## src/rtl/led_pattern_ctrl.sv

```systemverilog
// LED pattern controller.
// Two push buttons are synchronized and debounced. The mode button steps
// through four LED patterns and the speed button steps through four step rates.
// The LED pattern advances one step per prescaler tick.
module led_pattern_ctrl #(
   parameter int DEBOUNCE_CYCLES = 4000,
   parameter int BASE_DIV        = 65536
) (
   input  logic       PCLK,
   input  logic       RST,
   input  logic [1:0] BTN,
   output logic [3:0] LD,
   output logic [1:0] MODE,
   output logic [1:0] SPEED
);

   localparam int CW = $clog2(BASE_DIV);
   localparam int DW = $clog2(DEBOUNCE_CYCLES + 1);
   localparam logic [DW-1:0] DB_LAST = DW'(DEBOUNCE_CYCLES - 1);

   typedef enum logic [1:0] {
      MODE_COUNT  = 2'b00,
      MODE_SHIFT  = 2'b01,
      MODE_BOUNCE = 2'b10,
      MODE_BLINK  = 2'b11
   } mode_t;

   // Starting pattern that each mode shows when it is entered or reloaded.
   function automatic logic [3:0] init_pattern(input mode_t m);
      case (m)
         MODE_COUNT:  init_pattern = 4'b0000;
         MODE_SHIFT:  init_pattern = 4'b0001;
         MODE_BOUNCE: init_pattern = 4'b0001;
         default:     init_pattern = 4'b1111;
      endcase
   endfunction

   logic [1:0]    sync_a;
   logic [1:0]    sync_b;
   logic [1:0]    db_level;
   logic [DW-1:0] db_cnt [2];
   logic [1:0]    press;

   mode_t         mode_q, mode_d;
   logic [1:0]    speed_q, speed_d;
   logic [3:0]    ld_q, ld_d;
   logic          dir_up_q, dir_up_d;
   logic [CW-1:0] pre_q, pre_d;
   logic [CW-1:0] pre_last;
   logic          tick;

   // Two-flop synchronizer, because the buttons are asynchronous to PCLK.
   always_ff @(posedge PCLK) begin
      if (RST) begin
         sync_a <= '0;
         sync_b <= '0;
      end else begin
         sync_a <= BTN;
         sync_b <= sync_a;
      end
   end

   // Debounce each button. A new level is accepted only after it has differed
   // from the held level for DEBOUNCE_CYCLES samples in a row. The press pulse
   // is raised on the same edge a rising level is accepted, so the press takes
   // effect on the following edge.
   always_ff @(posedge PCLK) begin
      if (RST) begin
         db_level <= '0;
         press    <= '0;
         for (int i = 0; i < 2; i++) begin
            db_cnt[i] <= '0;
         end
      end else begin
         for (int i = 0; i < 2; i++) begin
            press[i] <= 1'b0;
            if (sync_b[i] == db_level[i]) begin
               db_cnt[i] <= '0;
            end else if (db_cnt[i] == DB_LAST) begin
               db_cnt[i]   <= '0;
               db_level[i] <= sync_b[i];
               press[i]    <= sync_b[i];
            end else begin
               db_cnt[i] <= db_cnt[i] + 1'b1;
            end
         end
      end
   end

   // The step period halves with each speed index. BASE_DIV is a power of two,
   // so (BASE_DIV-1) >> SPEED is the same as (BASE_DIV >> SPEED) - 1.
   assign pre_last = CW'((BASE_DIV - 1) >> speed_q);
   assign tick     = (pre_q == pre_last);

   // Register the pattern state, mode, speed and prescaler.
   always_ff @(posedge PCLK) begin
      if (RST) begin
         mode_q   <= MODE_COUNT;
         speed_q  <= 2'd0;
         ld_q     <= 4'b0000;
         dir_up_q <= 1'b1;
         pre_q    <= '0;
      end else begin
         mode_q   <= mode_d;
         speed_q  <= speed_d;
         ld_q     <= ld_d;
         dir_up_q <= dir_up_d;
         pre_q    <= pre_d;
      end
   end

   // Next-state logic. Button presses take precedence, so a tick that lands
   // on the same cycle as a press is dropped.
   always_comb begin
      mode_d   = mode_q;
      speed_d  = speed_q;
      ld_d     = ld_q;
      dir_up_d = dir_up_q;
      pre_d    = tick ? '0 : pre_q + 1'b1;

      if (press[0] && press[1]) begin
         ld_d     = init_pattern(mode_q);
         dir_up_d = 1'b1;
         pre_d    = '0;
      end else if (press[0]) begin
         mode_d   = mode_t'(mode_q + 2'd1);
         ld_d     = init_pattern(mode_d);
         dir_up_d = 1'b1;
         pre_d    = '0;
      end else if (press[1]) begin
         speed_d = speed_q + 2'd1;
         pre_d   = '0;
      end else if (tick) begin
         case (mode_q)
            MODE_COUNT: begin
               ld_d = ld_q + 4'd1;
            end
            MODE_SHIFT: begin
               ld_d = {ld_q[2:0], ld_q[3]};
            end
            MODE_BOUNCE: begin
               if (dir_up_q) begin
                  ld_d = {ld_q[2:0], 1'b0};
                  if (ld_d == 4'b1000) begin
                     dir_up_d = 1'b0;
                  end
               end else begin
                  ld_d = {1'b0, ld_q[3:1]};
                  if (ld_d == 4'b0001) begin
                     dir_up_d = 1'b1;
                  end
               end
            end
            default: begin
               ld_d = ~ld_q;
            end
         endcase
      end
   end

   assign LD    = ld_q;
   assign MODE  = mode_q;
   assign SPEED = speed_q;

endmodule
```

## config.mk

```make
export PLATFORM = sky130hd
export DESIGN_NAME = led_pattern_ctrl
export DESIGN_NICKNAME = d
export VERILOG_FILES = /design/src/rtl/led_pattern_ctrl.sv
export SDC_FILE = /design/constraint.sdc
export NUM_CORES = 1
export LEC_CHECK = 0
export ABC_CLOCK_PERIOD_IN_PS = 2400
export BUFFER_PORTS_ARGS = -buffer_cell sky130_fd_sc_hd__buf_2
export CAP_MARGIN = 5
export CORE_ASPECT_RATIO = 0.8
export CORE_MARGIN = 2
export CORE_UTILIZATION = 50
export DETAILED_ROUTE_END_ITERATION = 10
export PLACE_DENSITY_LB_ADDON = 0.25
export SLEW_MARGIN = 0
export SYNTH_ARGS = -nofsm -noshare
export SYNTH_HDL_FRONTEND = slang
export SYNTH_SLANG_ARGS = --single-unit
```

## constraint.sdc

```tcl
create_clock -name PCLK -period 2.4 [get_ports PCLK]
set_input_delay 0.36 -clock PCLK [delete_from_list [all_inputs] [get_ports PCLK]]
set_output_delay 0.36 -clock PCLK [all_outputs]
set_load 0.01 [all_outputs]
```

==> results.md, run 1 <==
- Mapped Cells: just over 300
- RSZ-0062 raised after global routing: false
- Uppermost layer routed: met4
- Global-route wire length before repair: 8.94 mm
- Clk buf depth: 2
- Vias in the first global route: 1991
- Yosys top cell area share: between 20 and 25%
- Antenna violations before repair: 0
- Mean Syn Cell Area: between 9 and 10 sq um
- Outcome: complete, no violations
- DRC viols: 0
- Via count: 2214
- Power per cell area: 610 nW/um^2
- Postcts setup bufs: 0
- Period minus WS final: 2.13 ns
- Final wirelength: roughly 5 mm
- Clock sinks: 57
- Final hold viol count: 0
- GRT Resource Usage Total: between 10% and 20%
- Syn. warnings: 0
- Die area: 6570 sq um
- Mux cell area share after synthesis: under 10%
- Die width: 90.1 um
- Crit path to: pre_q[7]
- Met2 wire length: 2.27 mm
- Main synth FF type: dfxtp_1
- Aggregate global routing overflow: 0
- Tot Pwr: 2080 uW
- H-tree depth: 3
- Reg-to-Reg End: pre_q[7]
- Startpoint types: register
- Skew-Pair Late Insertion Delay: 0.33 ns
- Data arrival, critical path: 2.35 ns
- Period utilization: roughly nine tenths
- Yosys reg bits: 57
- Synth unique cells: 43
- Iteration-0 DRC Markers: about 110
- # diodes: 0
- Share of layout cells above drive strength 1: under 10%
- Fmax achieved: between 0.4 and 0.5 GHz
- Compound-gate portion of the synthesized area: under 10%
- Simple-Gate Fraction of Synth Area: 23.8%
- Die Ht: 72.9 um
- Slew headroom: a little under three fifths
- Top post-synthesis cells by area: edfxtp_1, dfxtp_1, xnor2_1
- Via-per-instance ratio: between 5 and 6
- Worst slew pin tran: 0.639 ns
- Clk slew on worst S/H paths: 0.06 ns
- Post-CTS sizing: 0
- Crit Path Class: reg2reg
- Met1 wire length: 2.58 mm
- CP endpoint kind: register
- Layout Cells excl Fill: 432
- Adder-Cell Fraction of Synth Area: 5.49%
- Placed Instances: approximately 420
- GP Congestion: 0.967
- Worst reg2reg startpoint: pre_q[0]
- Largest family of logic cells by synthesized area: simple AND/OR/NAND/NOR gates
- Min-Delay Path Class: in2reg
- Post-Syn Area: just under 3000 sq um
- Slew Viols, Final: 0
- Hpwl dp: between 3 and 4 mm
- Post-synth EDFFs: 24
- TritonRoute pass-1 iters: 4
- Final core utilization: approximately 58%
- R2R setup slack: ~0.27 ns
- Met3 WL: 242 um
- WL per Instance: 11.9 um
- Setup tns final: 0 ns
- Largest net degree at the start of global routing: 21
- FF-to-FF path depth: 6
- Layout area overhead: 14.7%
- Clock skew: 0.00884 ns
- Hold Crit Start: BTN[1]
- Required @ worst endpoint: ~2.6 ns
- Pleak: 0.00123 uW
- Crit path max fanout: 14
- Core Rows: 25
- Port buffer count: 11
- Ports: 12
- Sequential fraction of the synthesis area: 46.6%
- Initial Util: 51.0%
- Asr flop ratio synth: 0%
- Core ar.: 5820 sq um
- Max-Cap Viols: 0
- CTS tree: done
- Root buf cell: clkbuf_8
- Count of hold buffers inserted by post-cts repair: 0
- Area leader, netlist: edfxtp_1
- XOR/XNOR Fraction of Synth Area: 11.5%
- Fin nets: 363
- Maximum VDD drop: 0.427 mV
- TritonCTS buffer count: 9
- Final setup viols: 0
- Final ANT Viol Nets: 0
- Critical Path Start: pre_q[0]
-- per-layer routing --
layer	track usage, %	vias to the layer above
met5	0	-
met4	7.18	0
met1	22.9	1020
met2	24.9	47
li1	-	1143
met3	6.30	4
-- worst min-delay path by stage --
stage | end | slack (ns) | cells after the start
2_1_floorplan | sync_b[0] | 0.41 | 1
3_3_place_gp | sync_b[1] | 0.42 | 1
3_5_place_dp | sync_b[1] | 0.43 | 1
4_1_cts | sync_a[1] | 0.24 | 2
5_1_grt | sync_a[1] | 0.25 | 2
6_report | sync_a[1] | 0.25 | 2
-- cells in the final DEF (no fill, tap or decap), types with 13 or more instances in the layout --
master / instances
ha_1: 13
xnor2_1: 24
edfxtp_1: 24
conb_1: 24
dfxtp_1: 33
nand2_1: 14
nor2_1: 51
inv_1: 17
nand3_1: 13
xor2_1: 15
-- area by class of cell --
class | instances | area [sq um]
fillers | 528 | 2420
multi-input cells | 247 | 1570
flip-flops and latches | 57 | 1380
clock buffers | 10 | 128
well taps | 81 | 101
clock inverters | 6 | 82.6
repair buffers | 14 | 77.6
inverters | 17 | 63.8
-- metrics by stage --
stage	area (sq um)	setup WS [ns]	hold slack (ns)
floorplan	3050	0.397	0.414
detailed placement	3190	0.305	0.428
finish	3400	0.270	0.250
global route	3400	0.132	0.246
CTS	3400	0.276	0.239
global placement	3190	0.355	0.421
-- critical path: stages, from the launching register on --
cell     delay, ns
dfxtp_1       0.38
ha_1          0.22
nand3_1       0.18
or4_1         0.69
o41ai_4       0.24
buf_4         0.24
nor2_1        0.06
-- where the power goes --
group | leakage, uW | internal (uW) | total, uW | switching, uW
Combinational | 0.000609 | 25.7 | 63.0 | 37.3
Sequential | 0.000515 | 1030 | 1060 | 25.4
Clock | 0.000106 | 579 | 954 | 375
Total | 0.00123 | 1640 | 2080 | 438
-- state kept, by name, indices dropped and copies added, names as in the netlist --
signal and cells:
dir_up_q 1, sync_b 2, MODE 2, SPEED 2, db_cnt 24, LD 4, pre_q 16, sync_a 2
press 2, db_level 2
-- logic make-up (layout without fill, tap and decap cells) --
kind of cell,Yosys count,after routing
adder cells (fa/ha/maj),13,13
XOR/XNOR,39,39
buffers and inverters,25,47
multiplexers,4,4
AO/OA/AOI/OAI,29,29
flip-flops,57,57
AND/OR/NAND/NOR,138,138
other,1,24
-- synthesized netlist by cell type, types with 4 or more instances --
library cell	instances
a21oi_1	9
and3_1	6
and4_1	4
clkbuf_1	6
dfxtp_1	33
edfxtp_1	24
ha_1	13
inv_1	17
nand2_1	14
nand3_1	13
nand4_1	11
nor2_1	51
nor2b_1	6
nor3_1	7
nor4_1	8
xnor2_1	24
xor2_1	15
(Power assumes the default switching activity.)
==> run 2: changes to the inputs <==
--- a/config.mk
+++ b/config.mk
@@ -11,3 +11,3 @@
 export CORE_ASPECT_RATIO = 0.8
-export CORE_MARGIN = 2
+export CORE_MARGIN = 1.5
 export CORE_UTILIZATION = 50
==> constraint.sdc (replaced) <==
create_clock -name PCLK -period 2.4 [get_ports PCLK]
set_input_delay 0.12 -clock PCLK [delete_from_list [all_inputs] [get_ports PCLK]]
set_output_delay 0.12 -clock PCLK [all_outputs]
set_load 0.01 [all_outputs]
==> run 2 against run 1 <==
Sequential cell count is the same; non-clock buffer count grew 1; critical path depth is the same; via count grew 0.32%; setup slack gained 0.0060 ns; count of clock-buffer cells in the layout grew 1; final cell count shrank 0.46%; sequential share of layout area grew 0.30 points; clock power shrank 14%; utilization grew 2.0 points; wire length grew 1.5%; critical path type unchanged; largest cell class unchanged.
==> results.md, run 2 (synthesis gave the netlist of run 1 again) <==
- Outcome: complete, no violations
- Die width: a little under 90 um
- Hold Crit Start: BTN[0]
- Required @ worst endpoint: 2.61 ns
- Clk buf depth: 2
- # diodes: 0
- GP Congestion: approximately 0.9
- Die Ht: 71.9 um
- Fin nets: 364
- Slew Viols, Final: 0
- Setup tns final: 0 ns
- Core Rows: 24
- RSZ-0062 raised after global routing: false
- Power per cell area: approximately 580 nW/um^2
- Cell family with most CP delay: simple AND/OR/NAND/NOR gates
- Min-Delay Path Class: in2reg
- Root buf cell: clkbuf_8
- Core ar.: 5590 sq um
- Global-route wire length before repair: 9.09 mm
- Final hold viol count: 0
- Postcts setup bufs: 0
- WL per Instance: roughly 12 um
- Final core utilization: 60.5%
- Final setup viols: 0
- Hpwl dp: around 3.6 mm
- Final wirelength: 5.20 mm
- Maximum VDD drop: 0.304 mV
- Reg with most FFs: db_cnt
- GRT Resource Usage Total: between 10% and 20%
- R2R setup slack: between 0.2 and 0.3 ns
- Register area: 1380 sq um
- Crit-path slowest cell: or4_1
- Startpoint types: register
- Antenna violations before repair: 0
- Worst slew pin tran: around 0.56 ns
- Buffers plus inverters on the worst setup path: 1
- Filler instances: 509
- Hold Path End: sync_a[0]
- Crit path max fanout: 14
- TritonRoute pass-1 iters: 4
- Fmax achieved: between 0.4 and 0.5 GHz
- Largest register FFs: 24
- Die area: 6400 sq um
- Iteration-0 DRC Markers: 130
- Aggregate global routing overflow: 0
- Port buffer count: 11
- H-tree depth: 3
- Initial Util: 53.1%
- Skew-Pair Late Insertion Delay: approximately 0.33 ns
- Via-per-instance ratio: slightly above 5
- Most frequent cells in the layout: nor2_1, dfxtp_1, xnor2_1, edfxtp_1, conb_1
- Final ANT Viol Nets: 0
- Reg-to-Reg End: pre_q[14]
- Via count: 2221
- Pleak: between 0.001 and 0.0015 uW
- Period minus WS final: 2.12 ns
- Slew headroom: 62.5%
- CTS tree: done
- Most common cell after layout, fill and taps aside: nor2_1
- Critical Path Max Stage Delay: 0.69 ns
- Data arrival, critical path: 2.34 ns
- Critical Path Start: pre_q[0]
- Worst reg2reg startpoint: pre_q[0]
- Clk slew on worst S/H paths: 0.06 ns
- Clock sinks: 57
- Max-Cap Viols: 0
- DRC viols: 0
- Crit Path Class: reg2reg
- TritonCTS buffer count: 9
- Share of layout cells above drive strength 1: between 8 and 9%
- Layout area overhead: 13.9%
- Area of the multi-input gates: 1570 sq um
- Vias in the first global route: 2035
- Ports: 12
- Clock skew: 0.0105 ns
- Period utilization: 88.5%
- CP endpoint kind: register
- Critical path cell sequence: ha_1 > nand3_1 > or4_1 > o41ai_4 > buf_4 > a21oi_1
- Largest net degree at the start of global routing: 21
- FF-to-FF path depth: 6
- WHS Path Cells: 2
## run 2: cell count changes in the layout (fill, tap and decap cells not counted), sizes merged
cell | previous run | this run
clkinv | 3 | 4
clkbuf | 10 | 11
dlygate4sd3 | 0 | 1
clkinvlp | 1 | 0
bufinv | 2 | 1
## run 2: repair_timing
item | 4_1_cts | 5_1_grt
gates resized for setup | 0 | 0
hold buffers | 0 | 1
hold endpoints to repair | 0 | 1
## run 2: power by group
group	internal [uW]	switching (uW)
registers	1040	26.5
clock network	469	349
logic	26.8	37.8
## run 2: worst register-to-register path, cell delays in order, from the launching register on
cell and delay [ns]:
dfxtp_1 0.38, ha_1 0.23, nand3_1 0.17, or4_1 0.69
o41ai_4 0.24, buf_4 0.24, a21oi_1 0.06
## run 2: how the worst max path moves through the flow
stage | cells after the start | end
floorplan | 6 | LD[3]
global placement | 6 | pre_q[9]
detailed placement | 6 | pre_q[8]
CTS | 6 | pre_q[8]
global route | 6 | pre_q[13]
finish | 6 | pre_q[14]
## run 2: per-stage QoR
stage	std cells	hold WS, ns	setup slack [ns]	power, uW	instance area, sq um
after floorplan	329	0.248	0.397	1130	3050
after global placement	413	0.345	0.355	1140	3190
after detailed placement	413	0.348	0.286	1140	3190
after CTS	429	0.00207	0.265	1960	3370
after global routing	430	0.0170	0.109	2040	3380
final	430	0.00988	0.276	1940	3380
## run 2: cell type report
cell class	instances	share of cell area (%)
inverter	17	1.89
clock inverter	5	1.41
tap	78	2.89
sequential	57	40.9
multi-input combinational	247	46.4
clock buffer	11	3.89
timing repair buffer	15	2.59
## run 2: per-layer routing
metal / wire length [um] / global-route usage [%] / up-vias
met5: 0 / 0 / -
met4: 80 / 6.15 / 0
met3: 227 / 6.91 / 9
met2: 2340 / 27.9 / 41
met1: 2560 / 24.9 / 1019
li1: - / - / 1152
==> run 3: changes to the inputs <==
- GPL_TIMING_DRIVEN: not set -> 0
==> run 3 against run 2 <==
Register-to-register slack lost 0.099 ns; via count is essentially flat; non-clock buffer count grew 6; first-iteration DRC count shrank 19%; power grew 3.2%; setup slack lost 0.099 ns; cell area grew 1.3%; die area is the same; sequential cell count is the same; highest routed layer unchanged.
==> results.md, run 3 (synthesis gave the netlist of run 1 again) <==
- # diodes: 0
- Die area: 6400 sq um
- Maximum VDD drop: 0.403 mV
- WL per Instance: approximately 12 um
- Slew Viols, Final: 0
- GRT Resource Usage Total: a little under a fifth
- Largest register FFs: 24
- Startpoint types: register
- Most frequent cells in the layout: nor2_1, dfxtp_1, xnor2_1, edfxtp_1, conb_1
- Via-per-instance ratio: between 5 and 6
- Die width: 89.1 um
- Pre-CTS setup slack: 0.170 ns
- Hold Crit Start: RST
- Setup tns final: 0 ns
- Period minus WS final: 2.22 ns
- Fin nets: 370
- Period utilization: 92.6%
- Final wirelength: 5.10 mm
- Reg with most FFs: db_cnt
- Iteration-0 DRC Markers: 105
- Layout area overhead: 15.4%
- Root buf cell: clkbuf_8
- Fmax achieved: 0.450 GHz
- Postcts setup bufs: 0
- Hold Path End: db_cnt[1][2]
- Hpwl dp: about 3.7 mm
- Core ar.: between 5000 and 6000 sq um
- Initial Util: 53.1%
- Power per cell area: 586 nW/um^2
- Via count: approximately 2.2k
- Final hold viol count: 0
- Min-Delay Path Class: in2reg
- FF-to-FF path depth: 7
- Core Rows: 24
- Clk buf depth: 2
- DRC viols: 0
- RSZ-0062 raised after global routing: false
- R2R setup slack: 0.18 ns
- Vias in the first global route: 2138
- Required @ worst endpoint: 2.62 ns
- Die Ht: ~72 um
- Final setup viols: 0
- Reg-to-Reg End: pre_q[6]
- Clock sinks: 57
- Max-Cap Viols: 0
- Worst reg2reg startpoint: pre_q[0]
- Skew-Pair Late Insertion Delay: 0.33 ns
- Data arrival, critical path: 2.44 ns
- Outcome: complete, no violations
- Slew headroom: 38.5%
- Clock skew: approximately 0.0094 ns
- Largest net degree at the start of global routing: 11
- H-tree depth: 3
- Global-route wire length before repair: 9.03 mm
- Crit path max fanout: 10
- Hold Slack: 0.239 ns
- Pleak: 0.00123 uW
- CP endpoint kind: register
- Worst setup margin: 0.178 ns
- Final ANT Viol Nets: 0
- GP Congestion: between 0.9 and 1
- Share of layout cells above drive strength 1: 8.94%
- Port buffer count: 11
- Final core utilization: 61.2%
- Most common cell after layout, fill and taps aside: nor2_1
- Antenna violations before repair: 0
- Clk slew on worst S/H paths: 0.07 ns
- Worst slew pin tran: 0.914 ns
- Aggregate global routing overflow: 0
- Crit Path Class: reg2reg
- CTS tree: done
- TritonCTS buffer count: 9
- TritonRoute pass-1 iters: 4
- Ports: 12
- WHS Path Cells: 3
## run 3: final cells by class
| type | instances | area [sq um] |
|---|---|---|
| fill | 484 | 2160 |
| clock buffer | 11 | 141 |
| multi-input combinational | 247 | 1570 |
| clock inverter | 5 | 55.1 |
| sequential | 57 | 1380 |
| buffer | 8 | 38.8 |
| inverter | 17 | 63.8 |
| timing repair buffer | 13 | 75.1 |
| tap | 78 | 97.6 |
## run 3: how the worst max path moves through the flow
| stage | startpoint | to | slack (ns) | depth (start not counted) |
|---|---|---|---|---|
| after floorplan | SPEED[1] | LD[3] | 0.40 | 6 |
| after global placement | pre_q[0] | pre_q[5] | 0.21 | 7 |
| after detailed placement | pre_q[0] | pre_q[5] | 0.17 | 7 |
| after CTS | pre_q[0] | pre_q[5] | 0.17 | 7 |
| after global routing | pre_q[0] | pre_q[5] | 0.02 | 7 |
| final | pre_q[0] | pre_q[6] | 0.18 | 7 |
## run 3: timing repair
| item | in CTS | in global routing |
|---|---|---|
| endpoints found under the hold margin | 1 | 1 |
| hold buffers | 1 | 1 |
| gates resized for setup | 0 | 0 |
## run 3: layer usage
metal,vias to the layer above,global-route usage [%],share of wire [%]
met5,-,0,0
met2,33,28.7,45
met3,5,5.88,3.9
li1,1154,-,-
met4,0,8.21,0.73
met1,1031,23.0,51
## run 3: power breakdown
part / internal (uW) / switching (uW)
clock: 504 / 375
sequential: 1030 / 25.0
combinational: 29.3 / 37.9
## run 3: critical path: stages, from the launching register on
cell	delay (ns)
dfxtp_1	0.37
ha_1	0.21
nand3_1	0.18
or4_1	0.53
clkbuf_2	0.19
o41ai_4	0.37
buf_6	0.20
nor2_1	0.05
## run 3: metrics by stage
stage,total power [uW],instances,cell area [sq um]
4_1_cts,2030,435,3410
2_1_floorplan,1130,329,3050
3_5_place_dp,1140,418,3200
6_report,2010,436,3420
5_1_grt,2100,436,3420
3_3_place_gp,1140,418,3200
